--- config.mk ---
export PLATFORM = sky130hd
export DESIGN_NAME = stable_scan_ctrl_flat
export DESIGN_NICKNAME = d
export VERILOG_FILES = /design/src/rtl/stable_scan_pkg.sv /design/src/rtl/stable_scan_ctrl_if.sv /design/src/rtl/scan_tick_gen.sv /design/src/rtl/stable_scan_ctrl.sv /design/src/flat_wrapper.sv
export SDC_FILE = /design/constraint.sdc
export NUM_CORES = 1
export LEC_CHECK = 0
export CORE_MARGIN = 2
export CORE_UTILIZATION = 30
export CTS_CLUSTER_SIZE = 10
export DETAILED_ROUTE_END_ITERATION = 10
export RECOVER_POWER = 100
export REMOVE_ABC_BUFFERS = 1
export SYNTH_ARGS = -nofsm -noshare
export SYNTH_HDL_FRONTEND = slang
export SYNTH_SLANG_ARGS = --single-unit
--- constraint.sdc ---
create_clock -name clk -period 4.88 [get_ports clk]
set_input_delay 0.488 -clock clk [delete_from_list [all_inputs] [get_ports clk]]
set_output_delay 0.488 -clock clk [all_outputs]
set_load 0.1 [all_outputs]
--- src/rtl/stable_scan_pkg.sv ---
// Shared defaults, FSM state type and helpers for the stable-value scanner.
package stable_scan_pkg;

   localparam int unsigned W_DEFAULT        = 14;
   localparam int unsigned NCH_DEFAULT      = 4;
   localparam logic [15:0] INTERVAL_DEFAULT = 16'h50DC;

   typedef enum logic {
      IDLE,
      SCAN
   } scan_state_e;

   // Width of a channel index; at least one bit so single-channel builds stay legal.
   function automatic int unsigned ch_width(input int unsigned n);
      return (n > 1) ? $clog2(n) : 1;
   endfunction

endpackage

--- src/rtl/stable_scan_ctrl_if.sv ---
// Stable-event handshake: the scanner presents (channel, value), the consumer accepts.
interface stable_scan_ctrl_if
   import stable_scan_pkg::*;
#(
   parameter int unsigned W   = W_DEFAULT,
   parameter int unsigned NCH = NCH_DEFAULT
);

   localparam int unsigned CH_W = ch_width(NCH);

   logic            out_valid;
   logic            out_ready;
   logic [CH_W-1:0] out_ch;
   logic [W-1:0]    out_num;

   modport master (
      output out_valid,
      output out_ch,
      output out_num,
      input  out_ready
   );

   modport slave (
      input  out_valid,
      input  out_ch,
      input  out_num,
      output out_ready
   );

endinterface

--- src/rtl/scan_tick_gen.sv ---
// Free-running interval counter; emits a one-cycle tick on the last count of each period.
module scan_tick_gen
   import stable_scan_pkg::*;
#(
   parameter logic [15:0] INTERVAL = INTERVAL_DEFAULT
) (
   input  logic clk,
   input  logic clr,
   output logic tick
);

   logic [15:0] cnt_q;

   // Tick is suppressed while clearing so a reset edge never starts a scan.
   always_comb begin
      tick = !clr && (cnt_q == INTERVAL - 16'd1);
   end

   // Count up, wrap to zero at the end of the period.
   always_ff @(posedge clk) begin
      if (clr || tick) begin
         cnt_q <= '0;
      end else begin
         cnt_q <= cnt_q + 16'd1;
      end
   end

endmodule

--- src/rtl/stable_scan_ctrl.sv ---
// Periodically samples NCH channels through one shared comparator, declares a value
// stable on its third equal sample and hands out stable events round-robin.
module stable_scan_ctrl
   import stable_scan_pkg::*;
#(
   parameter int unsigned W        = W_DEFAULT,
   parameter int unsigned NCH      = NCH_DEFAULT,
   parameter logic [15:0] INTERVAL = INTERVAL_DEFAULT
) (
   input  logic               clk,
   input  logic               rst,
   input  logic               locked,
   input  logic [NCH*W-1:0]   num,
   output logic [NCH-1:0]     stable,
   stable_scan_ctrl_if.master ev
);

   localparam int unsigned     CH_W    = ch_width(NCH);
   localparam logic [CH_W-1:0] LAST_CH = CH_W'(NCH - 1);

   logic clr;
   logic tick;

   scan_state_e     state_q, state_d;
   logic [CH_W-1:0] idx_q, idx_d;
   logic            scan_en;

   logic [NCH-1:0][W-1:0] num_arr;
   logic [NCH-1:0][W-1:0] ref_q, ref_d;
   logic [NCH-1:0]        stage_q, stage_d;
   logic [NCH-1:0]        stable_q, stable_d;
   logic [NCH-1:0]        pend_q, pend_d;
   logic [NCH-1:0]        drop;
   logic [NCH-1:0]        cand;

   logic            out_valid_q, out_valid_d;
   logic [CH_W-1:0] out_ch_q, out_ch_d;
   logic [W-1:0]    out_num_q, out_num_d;
   logic [CH_W-1:0] rr_q, rr_d;

   logic [W-1:0]    cur_num;
   logic            same;
   logic            presented_here;
   logic            found;
   logic [CH_W-1:0] sel;
   logic [CH_W-1:0] c;

   assign clr     = rst | locked;
   assign num_arr = num;

   scan_tick_gen #(
      .INTERVAL (INTERVAL)
   ) u_tick_gen (
      .clk  (clk),
      .clr  (clr),
      .tick (tick)
   );

   // The single comparator always looks at the channel under the scan index.
   assign cur_num        = num_arr[idx_q];
   assign same           = (cur_num == ref_q[idx_q]);
   assign presented_here = out_valid_q && (out_ch_q == idx_q);

   // Scan sequencer: wait for a tick, then walk channels 0..NCH-1 one per cycle.
   always_comb begin
      state_d = state_q;
      idx_d   = idx_q;
      scan_en = 1'b0;
      unique case (state_q)
         IDLE: begin
            if (tick) begin
               state_d = SCAN;
               idx_d   = '0;
            end
         end
         SCAN: begin
            scan_en = 1'b1;
            if (idx_q == LAST_CH) begin
               state_d = IDLE;
               idx_d   = '0;
            end else begin
               idx_d = idx_q + CH_W'(1);
            end
         end
         default: begin
            state_d = IDLE;
            idx_d   = '0;
         end
      endcase
   end

   // Per-channel qualification; accept clears pending first so a same-cycle set wins.
   always_comb begin
      ref_d    = ref_q;
      stage_d  = stage_q;
      stable_d = stable_q;
      pend_d   = pend_q;
      drop     = '0;
      if (out_valid_q && ev.out_ready) begin
         pend_d[out_ch_q] = 1'b0;
      end
      if (scan_en) begin
         if (!same) begin
            ref_d[idx_q]    = cur_num;
            stage_d[idx_q]  = 1'b0;
            stable_d[idx_q] = 1'b0;
            // A presented event is never withdrawn, so its pending bit is left alone.
            if (!presented_here) begin
               pend_d[idx_q] = 1'b0;
               drop[idx_q]   = 1'b1;
            end
         end else if (!stage_q[idx_q]) begin
            stage_d[idx_q] = 1'b1;
         end else begin
            stable_d[idx_q] = 1'b1;
            if (!stable_q[idx_q]) begin
               pend_d[idx_q] = 1'b1;
            end
         end
      end
   end

   // Round-robin presenter; channels invalidated this cycle are not eligible.
   always_comb begin
      cand        = pend_q & ~drop;
      found       = 1'b0;
      sel         = '0;
      c           = '0;
      out_valid_d = out_valid_q;
      out_ch_d    = out_ch_q;
      out_num_d   = out_num_q;
      rr_d        = rr_q;
      for (int k = 0; k < int'(NCH); k++) begin
         c = rr_q + CH_W'(k);
         if (!found && cand[c]) begin
            found = 1'b1;
            sel   = c;
         end
      end
      if (out_valid_q) begin
         if (ev.out_ready) begin
            out_valid_d = 1'b0;
            rr_d        = out_ch_q + CH_W'(1);
         end
      end else if (found) begin
         out_valid_d = 1'b1;
         out_ch_d    = sel;
         out_num_d   = ref_q[sel];
      end
   end

   // State registers; rst and locked both abort everything on the next edge.
   always_ff @(posedge clk) begin
      if (clr) begin
         state_q     <= IDLE;
         idx_q       <= '0;
         ref_q       <= '0;
         stage_q     <= '0;
         stable_q    <= '0;
         pend_q      <= '0;
         out_valid_q <= 1'b0;
         out_ch_q    <= '0;
         out_num_q   <= '0;
         rr_q        <= '0;
      end else begin
         state_q     <= state_d;
         idx_q       <= idx_d;
         ref_q       <= ref_d;
         stage_q     <= stage_d;
         stable_q    <= stable_d;
         pend_q      <= pend_d;
         out_valid_q <= out_valid_d;
         out_ch_q    <= out_ch_d;
         out_num_q   <= out_num_d;
         rr_q        <= rr_d;
      end
   end

   assign stable       = stable_q;
   assign ev.out_valid = out_valid_q;
   assign ev.out_ch    = out_ch_q;
   assign ev.out_num   = out_num_q;

endmodule

--- src/flat_wrapper.sv ---
// flat-port wrapper written by rule: the top's interface ports become plain ports
module stable_scan_ctrl_flat import stable_scan_pkg::*;
#(
   parameter int unsigned W        = W_DEFAULT,
   parameter int unsigned NCH      = NCH_DEFAULT,
   parameter logic [15:0] INTERVAL = INTERVAL_DEFAULT
)
  (clk, rst, locked, num, stable, ev_out_valid, ev_out_ch, ev_out_num, ev_out_ready);
  stable_scan_ctrl_if #(.W(W), .NCH(NCH)) ev_i ();
  input  logic clk;
  input  logic rst;
  input  logic locked;
  input  logic [NCH*W-1:0] num;
  output logic [NCH-1:0] stable;
  output wire logic [$bits(ev_i.out_valid)-1:0] ev_out_valid;
  output wire logic [$bits(ev_i.out_ch)-1:0] ev_out_ch;
  output wire logic [$bits(ev_i.out_num)-1:0] ev_out_num;
  input wire logic [$bits(ev_i.out_ready)-1:0] ev_out_ready;
  assign ev_out_valid = ev_i.out_valid;
  assign ev_out_ch = ev_i.out_ch;
  assign ev_out_num = ev_i.out_num;
  assign ev_i.out_ready = ev_out_ready;
  stable_scan_ctrl #(.W(W), .NCH(NCH), .INTERVAL(INTERVAL)) u_core (.clk(clk), .rst(rst), .locked(locked), .num(num), .stable(stable), .ev(ev_i));
endmodule
==> results of run 1 <==
synth_stat cells (3+ instances only):
cell type / instances / share of area (%)
mux2_2: 3 / 0.63
xor2_1: 10 / 1.6
ha_1: 9 / 2.1
o221ai_1: 14 / 2.3
clkbuf_1: 16 / 1.1
inv_1: 7 / 0.49
buf_2: 6 / 0.56
dfxtp_1: 106 / 40
nand3_1: 12 / 1.1
nand2_1: 39 / 2.7
nand4_1: 7 / 0.82
xnor2_1: 20 / 3.3
a21oi_1: 20 / 1.9
nor2_1: 99 / 7.0
buf_6: 5 / 1.1
and3_1: 3 / 0.35
nor3_1: 6 / 0.56
mux2i_1: 84 / 16
o21ai_2: 3 / 0.49
mux4_2: 30 / 13
sequential cells by signal (all words and copies together) (netlist names), named ones only:
signal	flops
u_core.u_tick_gen.cnt_q	16
u_core.state_q	1
u_core.rr_q	2
u_core.idx_q	2
u_core.ev.out_ch	2
u_core.pend_q	4
u_core.ev.out_valid	1
u_core.ref_q	56
u_core.ev.out_num	14
per-layer routing:
| metal | GRT usage [%] | up-vias |
|---|---|---|
| li1 | - | 2011 |
| met5 | 0 | - |
| met4 | 6.36 | 0 |
| met2 | 24.7 | 118 |
| met1 | 19.8 | 2052 |
| met3 | 3.27 | 18 |
logic make-up (layout without fill, tap and decap cells):
family | Yosys count | after routing
xor+xnor | 30 | 30
buf+inv | 38 | 116
flops | 106 | 106
mux | 117 | 117
compound gates | 47 | 47
fa+ha+maj | 9 | 9
simple gates | 177 | 177
stage by stage:
step | cell area, um^2 | power [mW] | TNS, ps
floorplan | 5180 | 0.918 | -3830
global placement | 6410 | 0.977 | 0
detailed placement | 6410 | 0.979 | 0
CTS | 6700 | 1.67 | 0
global route | 6680 | 1.71 | 0
finish | 6680 | 1.65 | 0
final cells by class:
class | instances | share of cell area, %
Tap cell | 225 | 4.21
Inverter | 8 | 0.449
Timing Repair Buffer | 92 | 13.9
Multi-Input combinational cell | 380 | 45.5
Sequential cell | 106 | 31.8
Clock inverter | 5 | 0.580
Clock buffer | 11 | 3.63
report_power, final:
group | switching [mW] | total (mW) | internal (mW)
Clock | 0.333 | 0.695 | 0.362
Combinational | 0.0363 | 0.0919 | 0.0556
Sequential | 0.000549 | 0.866 | 0.865
critical path: cells and delay by family, from the launching register on:
kind	cells	cell delay (ps)
buffers and inverters	2	890
xor gates and xnor gates	1	230
muxes	2	860
and+or+nand+nor	5	1520
DFF	1	580
path summary, 6_finish.rpt:
path,endpoint,cells after the start,slack [ps],start
max,u_core.ref_q[53],10,570,u_core.idx_q[0]
min,u_core.u_tick_gen.cnt_q[0],1,450,u_core.u_tick_gen.cnt_q[0]
max reg2reg,u_core.ref_q[53],10,570,u_core.idx_q[0]
min reg2reg,u_core.u_tick_gen.cnt_q[0],1,450,u_core.u_tick_gen.cnt_q[0]
cell usage in the layout (no fill, tap or decap), types with 2 or more instances in the layout:
master           synthesis  final
dlygate4sd3_1            0     22
ha_1                     9      9
mux2_2                   3      3
buf_12                   0      4
o221ai_1                14     14
nand2_1                 39     39
inv_1                    7      7
o22a_1                   2      2
clkdlybuf4s50_1          0     58
nand3_1                 12     12
xnor2_1                 20     20
nor3_1                   6      6
o21ai_2                  3      3
clkinvlp_4               0      4
dfxtp_1                106    104
a21oi_1                 20     20
a31oi_1                  2      2
and3_1                   3      3
nand4_1                  7      7
nor2_1                  99     99
clkbuf_16                0      9
buf_4                    2      4
dfxtp_2                  0      2
clkbuf_1                16      4
xor2_1                  10     10
mux4_2                  30     30
mux2i_1                 84     84
or3b_1                   2      2
==> impl_metrics.env, run 1 <==
export IMPL_status="complete, but fails checks"
export IMPL_failed_checks="capacitance limit, slew limit"
export IMPL_crit_chain="buf_12 > mux4_2 > xnor2_1 > nand4_1 > nor4_4 > nor2_1 > nand2_1 > clkbuf_1 > mux2i_1 > nor2_1"
export IMPL_min_period_ps=4310
export IMPL_post_route_period_util_pct=88.4
export IMPL_synth_edf_count=0
export IMPL_antenna_left=0
export IMPL_fillers=1657
export IMPL_dieArea_um2=18900
export IMPL_clk_latency_ps=360
export IMPL_vias=4199
export IMPL_maxSlewViolCount=63
export IMPL_tritoncts="yes"
export IMPL_dp_slack_ps=628
export IMPL_gr_usage_all_layers_pct=15.3
export IMPL_cp_slowest_cell="clkbuf_1"
export IMPL_rsz0062_at_grt="no"
export IMPL_fin_skew_ps=8.43
export IMPL_avgSynthCellArea_um2=10.2
export IMPL_cts_buffer_depth=2
export IMPL_die_w_um=137
export IMPL_ir_worst_vdd_uv=158
export IMPL_clkSinkCount=106
export IMPL_routed_wl_um=13600
export IMPL_cp_start_kind="flip-flop"
export IMPL_io_buffers=80
export IMPL_synth_mux_area_fraction_pct=29.0
export IMPL_timing_final_ws_setup_ps=566
export IMPL_via_per_inst=5.08
export IMPL_fin_nets=666
export IMPL_initial_core_util_pct=30.8
export IMPL_cp_common_cell="nor2_1"
export IMPL_cts_setup_buffers=0
export IMPL_yosys_warnings=0
export IMPL_final_cells=827
export IMPL_h_tree_depth=3
export IMPL_drtIter0Drc=281
export IMPL_highest_layer="met4"
export IMPL_synthCells=524
export IMPL_wl_met2_um=6660
export IMPL_end_kind="flip-flop"
export IMPL_synth_top_family_by_area="multiplexers"
export IMPL_worstPathRequired_ps=5010
export IMPL_seq_area_um2=2120
export IMPL_syn2layout_area_growth_pct=25.0
export IMPL_die_h_um=137
export IMPL_rows=48
export IMPL_antenna_found_initial=0
export IMPL_hold_viol_final=0
export IMPL_clk_pin_slew_ps=70
export IMPL_cts_hold_buf=0
export IMPL_grt_overflow_total=0
export IMPL_dp_hpwl_um=9770
export IMPL_async_reset_ff_share_pct=0
export IMPL_ys_seq_area_share_pct=39.7
export IMPL_ctsRootBufferMaster="clkbuf_16"
export IMPL_cts_made_buffers=9
export IMPL_dp_cells=811
export IMPL_multi_input_area_um2=3040
export IMPL_min_path_type="reg -> reg"
export IMPL_grt_pass1_vias=4200
export IMPL_synth_seq_cells=106
export IMPL_drive_gt1_share_pct=11.0
export IMPL_coreArea_um2=17400
export IMPL_final_util_pct=38.5
export IMPL_synth_compound_area_share_pct=6.32
export IMPL_path_class="reg -> reg"
export IMPL_grt_pass1_wl_um=22200
export IMPL_maxCapViolations=1
export IMPL_routabilityCongestion=0.868
export IMPL_grt_max_degree=63
export IMPL_p_per_area_nw_per_um2=247
export IMPL_pin_count=81
export IMPL_syn_area_um2=5350
export IMPL_slew_headroom_pct=-83.6
export IMPL_cts_repair_resized=0
export IMPL_wl_per_cell_um=16.4
export IMPL_synth_xor_area_share_pct=4.91
export IMPL_synth_fa_ha_area_share_pct=2.11
export IMPL_drtPass1Iterations=4
export IMPL_met3WireLength_um=779
export IMPL_ys_dominant_reg_cell="dfxtp_1"
export IMPL_p_leak_nw=2.81
export IMPL_cp_slowest_stage_delay_ps=670
export IMPL_m1WireLength_um=5840
export IMPL_timing_hold_ws_ps=455
export IMPL_drcViolationCount=0
export IMPL_setup_violations=0
export IMPL_max_freq_mhz=232
export IMPL_synthSimpleGateAreaFrac_pct=14.3
export IMPL_critPathArrivalTime_ps=4440
export IMPL_cp_max_fo=13
export IMPL_yosys_cell_types_count=40
export IMPL_n_antenna_cell=0
export IMPL_worst_slew_pin_slew_ps=2750
Note: power is estimated with default switching activity, not from simulation.
==> run 2, diff against run 1 <==
==> constraint.sdc (replaced) <==
create_clock -name clk -period 4.88 [get_ports clk]
set_input_delay 1.464 -clock clk [delete_from_list [all_inputs] [get_ports clk]]
set_output_delay 1.464 -clock clk [all_outputs]
set_load 0.1 [all_outputs]
==> impl_metrics.env, run 2 (synthesized netlist as in run 1, its figures left out) <==
export IMPL_dieArea_um2=18900
export IMPL_min_path_cells=1
export IMPL_grt_pass1_wl_um=21900
export IMPL_initial_core_util_pct=30.8
export IMPL_rows=48
export IMPL_cp_common_cell="nor2_1"
export IMPL_cts_setup_buffers=0
export IMPL_io_buffers=80
export IMPL_rr_startpoint="u_core.idx_q[1]"
export IMPL_hold_viol_final=0
export IMPL_design_area_um2=6690
export IMPL_slew_headroom_pct=9.35
export IMPL_ctsRootBufferMaster="clkbuf_16"
export IMPL_min_period_ps=4470
export IMPL_cp_slowest_cell="clkbuf_1"
export IMPL_max_freq_mhz=224
export IMPL_post_dp_cell_area_um2=6420
export IMPL_routed_wl_um=13600
export IMPL_cts_made_buffers=9
export IMPL_cts_repair_resized=0
export IMPL_r2r_slack_ps=1110
export IMPL_m1WireLength_um=5940
export IMPL_rsz0062_at_grt="no"
export IMPL_critPathArrivalTime_ps=4680
export IMPL_ir_worst_vdd_uv=159
export IMPL_worst_slew_pin_slew_ps=1360
export IMPL_largest_register_ffs=56
export IMPL_dp_slack_ps=115
export IMPL_path_class="in -> reg"
export IMPL_reg2reg_depth=10
export IMPL_vias=4179
export IMPL_crit_chain="dlygate4sd3_1 > mux4_2 > xnor2_1 > nand4_1 > nor4_4 > nor2_1 > nand2_1 > clkbuf_1 > mux2i_1 > nor2_1"
export IMPL_via_per_inst=5.03
export IMPL_setup_tns_ps=0
export IMPL_dp_hpwl_um=9450
export IMPL_met3WireLength_um=575
export IMPL_p_leak_nw=2.84
export IMPL_crit_cells=10
export IMPL_fin_skew_ps=9.43
export IMPL_wl_per_cell_um=16.4
export IMPL_antenna_found_initial=0
export IMPL_n_antenna_cell=0
export IMPL_setup_violations=0
export IMPL_post_route_period_util_pct=91.6
export IMPL_r2r_end="u_core.ref_q[52]"
export IMPL_clkSinkCount=106
export IMPL_pin_count=81
export IMPL_drive_gt1_share_pct=11.6
export IMPL_cp_num_buf_inv=2
export IMPL_maxCapViolations=0
export IMPL_p_per_area_nw_per_um2=252
export IMPL_hold_path_end="u_core.u_tick_gen.cnt_q[0]"
export IMPL_cp_top_family="buffers and inverters"
export IMPL_antenna_left=0
export IMPL_syn2layout_area_growth_pct=25.2
export IMPL_tritoncts="yes"
export IMPL_layout_common_cells="dfxtp_1 (104), nor2_1 (99), mux2i_1 (84), clkdlybuf4s50_1 (57), nand2_1 (39)"
export IMPL_final_common_cell="dfxtp_1"
export IMPL_min_path_type="reg -> reg"
export IMPL_die_w_um=137
export IMPL_wl_met2_um=6860
export IMPL_drtIter0Drc=176
export IMPL_dp_cells=814
export IMPL_end_kind="flip-flop"
export IMPL_fin_nets=669
export IMPL_cp_max_fo=10
export IMPL_cts_buffer_depth=2
export IMPL_h_tree_depth=3
export IMPL_highest_layer="met4"
export IMPL_drtPass1Iterations=4
export IMPL_regMostFlops="u_core.ref_q"
export IMPL_routabilityCongestion=0.823
export IMPL_cp_slowest_stage_delay_ps=680
export IMPL_clk_pin_slew_ps=70
export IMPL_status="finished, final reports clean"
export IMPL_cp_start_kind="input pin"
export IMPL_die_h_um=137
export IMPL_grt_overflow_total=0
export IMPL_final_cells=830
export IMPL_drcViolationCount=0
export IMPL_clk_latency_ps=360
export IMPL_worstPathRequired_ps=5090
export IMPL_maxSlewViolCount=0
export IMPL_cts_hold_buf=0
export IMPL_coreArea_um2=17400
export IMPL_holdCritStartpoint="u_core.u_tick_gen.cnt_q[0]"
export IMPL_gr_usage_all_layers_pct=15.1
export IMPL_grt_max_degree=47
export IMPL_grt_pass1_vias=4253
export IMPL_timing_final_ws_setup_ps=411
==> run 2: cell types whose count changed in the layout (fill, tap and decap cells not counted), moves of 2 or more <==
| cell | before | now |
|---|---|---|
| buf_4 | 4 | 7 |
| clkinvlp_4 | 4 | 1 |
| inv_8 | 0 | 3 |
| buf_12 | 4 | 2 |
| clkbuf_2 | 1 | 3 |
| clkinv_4 | 0 | 2 |
==> run 2: layer usage <==
metal  global-route usage [%]  up-vias
met4                     6.53        0
met3                     3.02       18
li1                         -     2027
met1                     18.6     2029
met2                     25.7      105
met5                        0        -
==> run 2: worst max path at each step <==
stage	start	to	slack [ps]
floorplan	u_core.idx_q[0]	u_core.ev.out_num[0]	-260
global placement	num[33]	u_core.ev.out_num[11]	170
detailed placement	num[33]	u_core.ev.out_num[5]	110
CTS	num[33]	u_core.ev.out_num[5]	500
global route	num[33]	u_core.ev.out_num[11]	150
finish	num[33]	u_core.ref_q[52]	410
==> run 2: stage by stage <==
stage	power, mW	hold WS [ps]	util, %
2_1_floorplan	0.918	418	-
3_3_place_gp	0.977	432	37.0
3_5_place_dp	0.979	446	37.0
4_1_cts	1.71	462	38.7
5_1_grt	1.75	482	38.6
6_report	1.68	455	38.6
==> run 2: power by group <==
group          total [mW]  switching, mW  internal, mW
Combinational      0.0910         0.0355        0.0556
Clock               0.728          0.355         0.373
Sequential          0.865       0.000556         0.865
==> run 2: worst register-to-register path: cells and delay by family, from the launching register on <==
kind / cells / cell delay [ps]
muxes: 2 / 720
buffers and inverters: 2 / 1060
and+or+nand+nor: 5 / 880
xor gates and xnor gates: 1 / 230
DFF: 1 / 730
==> run 2: area by class of cell <==
type,count,area (um^2)
fillers,1671,10700
multi-input cells,380,3040
flip-flops and latches,106,2120
repair buffers,95,920
well taps,225,282
clock buffers,10,239
clock inverters,6,58.8
inverters,8,30.0
==> run 3, diff against run 2 <==
--- a/config.mk
+++ b/config.mk
@@ -11,6 +11,8 @@
 export DETAILED_ROUTE_END_ITERATION = 10
 export RECOVER_POWER = 100
 export REMOVE_ABC_BUFFERS = 1
+export SKIP_LAST_GASP = 1
 export SYNTH_ARGS = -nofsm -noshare
 export SYNTH_HDL_FRONTEND = slang
+export SYNTH_HIERARCHICAL = 1
 export SYNTH_SLANG_ARGS = --single-unit
==> impl_metrics.env, run 3 <==
export IMPL_status="complete, but fails checks"
export IMPL_failed_checks="capacitance limit, slew limit"
export IMPL_syn2layout_area_growth_pct=23.8
export IMPL_coreArea_um2=18100
export IMPL_p_per_area_nw_per_um2=251
export IMPL_fin_skew_ps=8.26
export IMPL_design_area_um2=6910
export IMPL_clkPwrFrac_pct=44.8
export IMPL_cts_setup_buffers=0
export IMPL_slew_headroom_pct=-25.7
export IMPL_dp_hpwl_um=9940
export IMPL_vias=4255
export IMPL_yosys_cell_types_count=51
export IMPL_largest_register_ffs=56
export IMPL_drive_gt1_share_pct=13.7
export IMPL_final_util_pct=38.2
export IMPL_die_h_um=140
export IMPL_cp_num_buf_inv=3
export IMPL_n_antenna_cell=0
export IMPL_die_w_um=140
export IMPL_hold_viol_final=0
export IMPL_synthCells=529
export IMPL_cp_slowest_cell="clkbuf_1"
export IMPL_wl_per_cell_um=16.8
export IMPL_wl_met2_um=6750
export IMPL_combinationalPowerShare_pct=5.2
export IMPL_h_tree_depth=3
export IMPL_routabilityCongestion=0.826
export IMPL_cp_slowest_stage_delay_ps=940
export IMPL_max_freq_mhz=219
export IMPL_cts_hold_buf=0
export IMPL_synth_area_leaders="dfxtp_1 (38%), mux2i_1 (15%), mux4_2 (12%)"
export IMPL_cp_top_family="buffers and inverters"
export IMPL_synth_seq_cells=106
export IMPL_min_path_type="reg -> reg"
export IMPL_critPathArrivalTime_ps=4740
export IMPL_seq_power_share_pct=50.0
export IMPL_crit_chain="clkdlybuf4s50_1 > mux4_2 > xor2_1 > nor4_1 > buf_4 > nand4_1 > and3_1 > clkbuf_1 > mux2i_1 > nor2_1"
export IMPL_timing_hold_ws_ps=476
export IMPL_m1WireLength_um=6480
export IMPL_clk_pin_slew_ps=70
export IMPL_async_reset_ff_share_pct=0
export IMPL_yosysMostFrequentCell="dfxtp_1"
export IMPL_layout_common_cells="dfxtp_1 (104), nor2_1 (94), mux2i_1 (86), clkdlybuf4s50_1 (58), mux4_2 (30)"
export IMPL_avgSynthCellArea_um2=10.6
export IMPL_grt_overflow_total=0
export IMPL_end_kind="flip-flop"
export IMPL_regMostFlops="u_core/ref_q"
export IMPL_fillers=1747
export IMPL_post_dp_cell_area_um2=6680
export IMPL_setup_violations=0
export IMPL_initial_core_util_pct=30.9
export IMPL_fin_nets=675
export IMPL_dieArea_um2=19700
export IMPL_worstPathRequired_ps=5040
export IMPL_drcViolationCount=0
export IMPL_io_buffers=80
export IMPL_intPower_mw=1.34
export IMPL_highest_layer="met4"
export IMPL_netlist_area_leader_share_pct=38.0
export IMPL_cp_max_fo=13
export IMPL_yosys_warnings=6
export IMPL_ys_seq_area_share_pct=38.0
export IMPL_maxCapViolations=1
export IMPL_drtIter0Drc=262
export IMPL_setup_tns_ps=0
export IMPL_cp_start_kind="input pin"
export IMPL_cts_buffer_depth=2
export IMPL_via_per_inst=5.07
export IMPL_gr_usage_all_layers_pct=14.8
export IMPL_yosysTopAreaCell="dfxtp_1"
export IMPL_grt_pass1_vias=4290
export IMPL_maxSlewViolCount=42
export IMPL_final_cells=840
export IMPL_sw_frac_of_total_pct=22.4
export IMPL_netSwitchingPower_mw=0.388
export IMPL_cts_repair_resized=0
export IMPL_syn_area_um2=5580
export IMPL_min_period_ps=4570
export IMPL_clk_latency_ps=360
export IMPL_ir_worst_vdd_uv=158
export IMPL_grt_max_degree=42
export IMPL_path_class="in -> reg"
export IMPL_dp_cells=824
export IMPL_ctsRootBufferMaster="clkbuf_16"
export IMPL_ys_dominant_reg_cell="dfxtp_1"
export IMPL_grt_pass1_wl_um=22800
export IMPL_post_route_period_util_pct=93.7
export IMPL_cts_made_buffers=9
export IMPL_synth_commonest_cells="dfxtp_1 (106), nor2_1 (94), mux2i_1 (86)"
export IMPL_pin_count=81
export IMPL_routed_wl_um=14100
export IMPL_clkSinkCount=106
export IMPL_p_leak_nw=2.67
export IMPL_final_common_cell="dfxtp_1"
export IMPL_worst_slew_pin_slew_ps=1880
export IMPL_rsz0062_at_grt="no"
export IMPL_met3WireLength_um=701
export IMPL_antenna_found_initial=0
export IMPL_tritoncts="yes"
export IMPL_rows=49
export IMPL_drtPass1Iterations=4
export IMPL_antenna_left=0
export IMPL_synth_edf_count=0
[run 3: cell types whose count changed after synthesis, moves of 6 or more]
cell / change
a21oi_1: -11
nand2_1: -11
o221ai_1: -10
o221ai_2: +10
nor3_1: +7
nor4_2: +6
xnor2_1: -6
xor2_1: +6
[run 3: worst paths after layout]
| path | startpoint | endpoint | slack (ps) | cells after the start |
|---|---|---|---|---|
| hold / removal | u_core/ev.out_num[1] | u_core/ev.out_num[1] | 480 | 2 |
| hold reg to reg | u_core/ev.out_num[1] | u_core/ev.out_num[1] | 480 | 2 |
| setup reg to reg | u_core/idx_q[1] | u_core/ref_q[46] | 970 | 9 |
| setup / recovery | num[44] | u_core/ref_q[46] | 310 | 10 |
[run 3: logic make-up (layout without fill, tap and decap cells)]
kind of cell,Yosys count,in the layout,share of synthesized area [%]
muxes,117,117,27.7
and+or+nand+nor,172,172,14.6
xor gates and xnor gates,30,30,4.71
adders and majority gates,9,9,2.02
buffers and inverters,46,128,4.60
DFF,106,106,38.0
AOI/OAI and AO/OA,49,49,8.29
[run 3: routing by layer]
layer | vias up | global-route usage (%)
li1 | 2061 | -
met1 | 2074 | 19.6
met2 | 105 | 23.8
met3 | 15 | 2.32
met4 | 0 | 6.49
met5 | - | 0
[run 3: worst min-delay path: cells and delay by family (launching register included)]
| kind | cells | cell delay [ps] |
|---|---|---|
| flops | 1 | 330 |
| compound gates | 1 | 60 |
| simple gates | 1 | 50 |
[run 3: power by group through the flow]
stage | combinational [mW] | sequential [mW] | clock, mW
final | 0.0909 | 0.865 | 0.776
after global routing | 0.0985 | 0.866 | 0.832
after CTS | 0.0931 | 0.865 | 0.801
after detailed placement | 0.0929 | 0.886 | 0
after global placement | 0.0909 | 0.886 | 0
after floorplan | 0.0320 | 0.886 | 0
[run 3: stage by stage]
step	total power [mW]	worst slack, ps
final	1.73	308
after global placement	0.977	83.6
after global routing	1.80	168
after floorplan	0.918	-190
after CTS	1.76	394
after detailed placement	0.979	20.4
[run 3: area by class of cell]
class | instances | area, um^2 | share of cell area (%)
multi-input combinational | 377 | 3180 | 46.0
timing repair buffer | 100 | 957 | 13.9
clock inverter | 6 | 78.8 | 1.14
sequential | 106 | 2120 | 30.8
inverter | 12 | 45.0 | 0.652
clock buffer | 10 | 239 | 3.46
tap | 229 | 287 | 4.15
